==> config.mk <==
export PLATFORM = sky130hd
export DESIGN_NAME = i2c_txn_sequencer
export DESIGN_NICKNAME = d
export VERILOG_FILES = /design/src/rtl/i2c_txn_sequencer.sv
export SDC_FILE = /design/constraint.sdc
export NUM_CORES = 1
export LEC_CHECK = 0
export ABC_AREA = 1
export CAP_MARGIN = 20
export CORE_MARGIN = 10
export CORE_UTILIZATION = 25
export DETAILED_ROUTE_END_ITERATION = 8
export SLEW_MARGIN = 20
export SYNTH_ARGS = -nofsm -noshare
export SYNTH_HDL_FRONTEND = slang
export SYNTH_SLANG_ARGS = --single-unit
==> constraint.sdc <==
create_clock -name clk -period 2.6 [get_ports clk]
set_input_delay 0.52 -clock clk [delete_from_list [all_inputs] [get_ports clk]]
set_output_delay 0.52 -clock clk [all_outputs]
set_load 0.1 [all_outputs]
==> src/rtl/i2c_txn_sequencer.sv <==
// Transaction front end for i2c_master: turns one (address, direction, length)
// request into master command beats and routes the byte streams to and from it.
module i2c_txn_sequencer #(
  parameter int unsigned LEN_W = 8
) (
  input  logic             clk,
  input  logic             rst,
  input  logic             req_valid,
  output logic             req_ready,
  input  logic [6:0]       req_address,
  input  logic             req_read,
  input  logic [LEN_W-1:0] req_len,
  input  logic [7:0]       s_axis_tdata,
  input  logic             s_axis_tvalid,
  output logic             s_axis_tready,
  output logic [7:0]       m_axis_tdata,
  output logic             m_axis_tvalid,
  input  logic             m_axis_tready,
  output logic             m_axis_tlast,
  output logic [6:0]       cmd_address,
  output logic             cmd_start,
  output logic             cmd_read,
  output logic             cmd_write,
  output logic             cmd_write_multiple,
  output logic             cmd_stop,
  output logic             cmd_valid,
  input  logic             cmd_ready,
  output logic [7:0]       mst_tx_tdata,
  output logic             mst_tx_tvalid,
  input  logic             mst_tx_tready,
  output logic             mst_tx_tlast,
  input  logic [7:0]       mst_rx_tdata,
  input  logic             mst_rx_tvalid,
  output logic             mst_rx_tready,
  input  logic             mst_missed_ack,
  input  logic             mst_busy,
  output logic             busy,
  output logic             done,
  output logic             error
);

  typedef enum logic [2:0] {
    S_IDLE, S_WR_CMD, S_WR_DATA, S_RD_CMD, S_RD_DATA, S_ABORT, S_WAIT_IDLE, S_DONE
  } state_t;

  state_t           r_state;
  state_t           w_next;
  logic [6:0]       r_addr;
  logic [LEN_W-1:0] r_len;
  logic [LEN_W-1:0] r_cnt;
  logic             r_err;
  logic             r_wait_seen;
  logic             w_last;
  logic             w_data_hs;
  logic             w_set_err;
  logic             w_accept;

  assign w_last = (r_cnt == (r_len - LEN_W'(1)));

  // Next state and all outputs decoded from the current state.
  always_comb begin
    w_next             = r_state;
    w_data_hs          = 1'b0;
    w_set_err          = 1'b0;
    w_accept           = 1'b0;
    req_ready          = 1'b0;
    busy               = (r_state != S_IDLE);
    done               = 1'b0;
    error              = 1'b0;
    cmd_address        = r_addr;
    cmd_valid          = 1'b0;
    cmd_start          = 1'b0;
    cmd_read           = 1'b0;
    cmd_write          = 1'b0;
    cmd_write_multiple = 1'b0;
    cmd_stop           = 1'b0;
    s_axis_tready      = 1'b0;
    mst_tx_tdata       = 8'h00;
    mst_tx_tvalid      = 1'b0;
    mst_tx_tlast       = 1'b0;
    mst_rx_tready      = 1'b0;
    m_axis_tdata       = 8'h00;
    m_axis_tvalid      = 1'b0;
    m_axis_tlast       = 1'b0;

    case (r_state)
      S_IDLE: begin
        req_ready = 1'b1;
        if (req_valid) begin
          w_accept = 1'b1;
          if (req_len == '0)  w_next = S_DONE;
          else if (req_read)  w_next = S_RD_CMD;
          else                w_next = S_WR_CMD;
        end
      end
      S_WR_CMD: begin
        cmd_valid          = 1'b1;
        cmd_write_multiple = 1'b1;
        cmd_start          = 1'b1;
        cmd_stop           = 1'b1;
        if (cmd_ready) w_next = S_WR_DATA;
      end
      S_WR_DATA: begin
        mst_tx_tdata  = s_axis_tdata;
        mst_tx_tvalid = s_axis_tvalid;
        s_axis_tready = mst_tx_tready;
        mst_tx_tlast  = w_last;
        w_data_hs     = s_axis_tvalid && mst_tx_tready;
        if (w_data_hs && w_last) w_next = S_WAIT_IDLE;
      end
      S_RD_CMD: begin
        cmd_valid = 1'b1;
        cmd_read  = 1'b1;
        cmd_start = (r_cnt == '0);
        cmd_stop  = w_last;
        if (cmd_ready) w_next = S_RD_DATA;
      end
      S_RD_DATA: begin
        m_axis_tdata  = mst_rx_tdata;
        m_axis_tvalid = mst_rx_tvalid;
        mst_rx_tready = m_axis_tready;
        m_axis_tlast  = w_last;
        w_data_hs     = mst_rx_tvalid && m_axis_tready;
        if (w_data_hs) w_next = w_last ? S_WAIT_IDLE : S_RD_CMD;
      end
      S_ABORT: begin
        cmd_valid = 1'b1;
        cmd_stop  = 1'b1;
        if (cmd_ready) w_next = S_WAIT_IDLE;
      end
      S_WAIT_IDLE: begin
        if (r_wait_seen && !mst_busy) w_next = S_DONE;
      end
      S_DONE: begin
        done   = 1'b1;
        error  = r_err;
        w_next = S_IDLE;
      end
      default: w_next = S_IDLE;
    endcase

    // A missed ACK overrides any other transition, including a completed command handshake.
    if (mst_missed_ack && (r_state != S_IDLE) && (r_state != S_DONE) && (r_state != S_ABORT)) begin
      w_set_err = 1'b1;
      w_next    = S_ABORT;
    end
  end

  always_ff @(posedge clk or negedge rst) begin
    if (!rst) begin
      r_state     <= S_IDLE;
      r_addr      <= '0;
      r_len       <= '0;
      r_cnt       <= '0;
      r_err       <= 1'b0;
      r_wait_seen <= 1'b0;
    end else begin
      r_state     <= w_next;
      r_wait_seen <= (r_state == S_WAIT_IDLE);
      if (w_accept) begin
        r_addr <= req_address;
        r_len  <= req_len;
        r_cnt  <= '0;
      end else if (w_data_hs) begin
        r_cnt  <= r_cnt + LEN_W'(1);
      end
      if (w_set_err || (w_accept && (req_len == '0))) r_err <= 1'b1;
      else if (r_state == S_DONE)                      r_err <= 1'b0;
    end
  end

endmodule

==> Implementation_results.wiki <==
{| class="wikitable"
! Metric !! Value
|-
| Status || complete, no violations
|-
| Wire length per cell || 12.92 um
|-
| Worst-path clk slew || 0.10 ns
|-
| Total clock sinks || 28
|-
| Latest clock arrival within the worst-skew pair || 0.28 ns
|-
| Via Count || 2,115
|-
| Distinct cells, synth || 29
|-
| Number of global-route vias before repair || 2,193
|-
| CP required || 2.08 ns
|-
| Pwr Density || 1362 mW/mm^2
|-
| First-pass GRT wire length || 10.65 mm
|-
| Final Non-Filler Cells || 489
|-
| Class of the worst hold path || reg -> reg
|-
| Synth Net Count || 349
|-
| Setup repair after global routing missed its margin || true
|-
| Count of yosys warnings during synthesis || 0
|-
| Register-to-Register Setup Slack || 0.68 ns
|-
| Instance area after placement || 0.003108 mm^2
|-
| Predominant post-synthesis flop cell || dfrtp_1
|-
| Number of standard-cell rows in the floorplan || 32
|-
| Number of detailed-route iterations in the first pass || 4
|-
| Leak Pwr || 1.595 nW
|-
| Top fanout value on the critical path || 4
|-
| Final setup violating endpoints || 0
|-
| Diode insertion count for antenna repair || 0
|-
| Input/output buffers || 79
|-
| Growth of design area from synthesis to finish || 69.25%
|-
| Final slew viol count || 0
|-
| Via density per instance || 4.325
|-
| Cell chosen for the clock root || clkbuf_8
|-
| CP endpoint kind || primary output
|-
| Post-synthesis area per instance || 6.371 um^2
|-
| Total routed wirelength || 6.316 mm
|-
| Die Width || 108.0 um
|-
| CTS tree || done
|-
| Non-Filler Cell Area, Final || 0.003278 mm^2
|-
| Peak Freq || 0.3974 GHz
|-
| Aggregate global routing overflow || 0
|-
| Maximum buffer depth of the clock tree || 2
|-
| Clock H-tree levels || 1
|-
| Top cell type by total area after synthesis || dfrtp_1
|-
| Async set-reset flop share out of synthesis || 100.0%
|-
| Commonest non-fill, non-tap cells in the layout || nand2_1 (85), inv_1 (51), clkdlybuf4s50_1 (41)
|-
| Worst slew pin tran || 0.5415 ns
|-
| Biggest area contributors in the synthesized netlist || dfrtp_1 (36%), nand2_1 (17%), inv_1 (10%)
|-
| Post-layout min period || 2.517 ns
|-
| Worst-case headroom to the max-slew limit || 63.86%
|-
| Area of the placeable core || 0.007647 mm^2
|-
| IO Count || 81
|-
| Number of hold buffers added after cts || 0
|-
| Count of mapped cells out of synthesis || 304
|-
| Final setup skew || 0.005562 ns
|-
| Critical path start-end classification || reg -> out
|-
| Die Y-Extent || 108.0 um
|-
| Most common cell after layout, fill and taps aside || nand2_1
|-
| Pin count of the biggest net entering global routing || 29
|-
| Sequential fraction of the synthesis area || 36.18%
|-
| Initial antenna violation count || 0
|-
| Maximum VDD drop || 0.5580 mV
|-
| Maximum capacitance violations || 0
|-
| GRT Util Overall || 10.97%
|-
| Number of buffers created by CTS || 3
|-
| Data arrival at the endpoint of the critical path || 2.00 ns
|-
| Detailed-placement wirelength estimate || 5.182 mm
|-
| Layout cells sized above 1 || 27.13%
|-
| Number of nets in the finished design || 433
|-
| Total placed cells including tap cells || 481
|-
| Final period util || 96.79%
|-
| DRC violation total after the first TritonRoute iteration || 102
|-
| Detailed-route DRC error count || 0
|-
| Initial Utilization || 25.33%
|-
| Die footprint || 0.01167 mm^2
|-
| Count of flip-flops with a built-in enable after synthesis || 0
|-
| Proportion of netlist area held by the largest area contributor || 36.18%
|-
| Number of storage elements in the synthesis netlist || 28
|-
| Type of origin of the critical path || register
|-
| Routability-driven placement congestion ratio || 0.9072
|-
| Final hold viol count || 0
|-
| Post-route antenna net violation count || 0
|-
| Netlist Area Pre-Place || 0.001937 mm^2
|}
state kept, by name (all words and copies together) (netlist names):
signal / cells
r_cnt: 8
r_len: 8
r_state: 3
r_wait_seen: 1
r_err: 1
cmd_address: 7
per-stage QoR:
stage	setup WS (ns)	total power (W)	hold WS [ns]	setup TNS, ns	utilization (%)
floorplan	-0.4838	0.003061	0.2244	-1.010	-
global placement	0.2811	0.003919	0.4552	0	40.64
detailed placement	0.1955	0.003947	0.4654	0	40.64
CTS	0.008147	0.004331	0.4926	0	41.84
global route	-0.04209	0.004743	0.5115	-0.07893	42.87
finish	0.08347	0.004465	0.4879	0	42.87
report_power, final:
part	internal [W]	leakage [nW]	total, W	switching [W]
clock network	0.000206	0.0357	0.000350	0.000144
registers	0.000619	0.352	0.000777	0.000158
logic	0.000961	1.21	0.00334	0.00238
cell usage after synthesis (3+ instances only):
cell / number
dfrtp_1: 28
nor2_1: 48
ha_1: 3
o21ai_0: 17
nand3_1: 14
a21oi_1: 9
nand2_1: 89
inv_1: 54
xor2_1: 3
nor3_1: 4
nor2_2: 3
buf_2: 3
nand2_2: 4
inv_2: 5
worst paths after layout:
kind | end | from | cells past startpoint
setup / recovery | cmd_stop | r_len[1] | 12
hold / removal | cmd_address[3] | cmd_address[3] | 2
setup reg to reg | r_state[1] | r_len[1] | 16
min in group asynchronous | cmd_address[6] | rst | 2
max in group asynchronous | r_len[2] | rst | 2
hold reg to reg | cmd_address[3] | cmd_address[3] | 2
layout make-up:
type                            count  area (um^2)
Clock buffer                        3        41.29
Clock inverter                      1        30.03
Fill cell                         777         4369
Inverter                           59        224.0
Multi-Input combinational cell    210         1105
Sequential cell                    28        701.9
Tap cell                          102        127.6
Timing Repair Buffer               86         1049
routing by layer:
| metal | up-vias | part of all wire [%] | track usage [%] |
|---|---|---|---|
| met2 | 45 | 53 | 19.27 |
| met4 | 0 | 0.89 | 1.813 |
| met5 | - | 0 | 0 |
| met1 | 984 | 42 | 13.47 |
| li1 | 1080 | - | - |
| met3 | 6 | 4.0 | 2.558 |
cell families (layout without fill, tap and decap cells):
| family | after synthesis | after routing | synth area share (%) |
|---|---|---|---|
| and+or+nand+nor | 169 | 169 | 36.76 |
| buffers and inverters | 66 | 149 | 13.37 |
| AOI/OAI and AO/OA | 33 | 33 | 9.755 |
| DFF | 28 | 28 | 36.18 |
| xor gates and xnor gates | 4 | 4 | 1.809 |
| adders and majority gates | 3 | 3 | 1.938 |
| other | 1 | 1 | 0.1936 |
what timing repair did:
| item | in CTS | in global routing |
|---|---|---|
| setup endpoints to repair | 3 | 3 |
| buffers inserted | 1 | 3 |
| gates resized for setup | 6 | 16 |
| cloned | 0 | 0 |
| pin swaps | 1 | 9 |
critical path, stage by stage, from the launching register on:
cell	delay (ns)
dfrtp_1	0.41
inv_2	0.09
ha_4	0.16
buf_4	0.11
nand3_2	0.08
nand2_2	0.09
nand2_1	0.05
nand2_1	0.07
nand2_2	0.07
nor2_4	0.14
nand2_4	0.09
o21ai_4	0.16
buf_12	0.19
No activity file was read; power rests on OpenSTA's default activity.
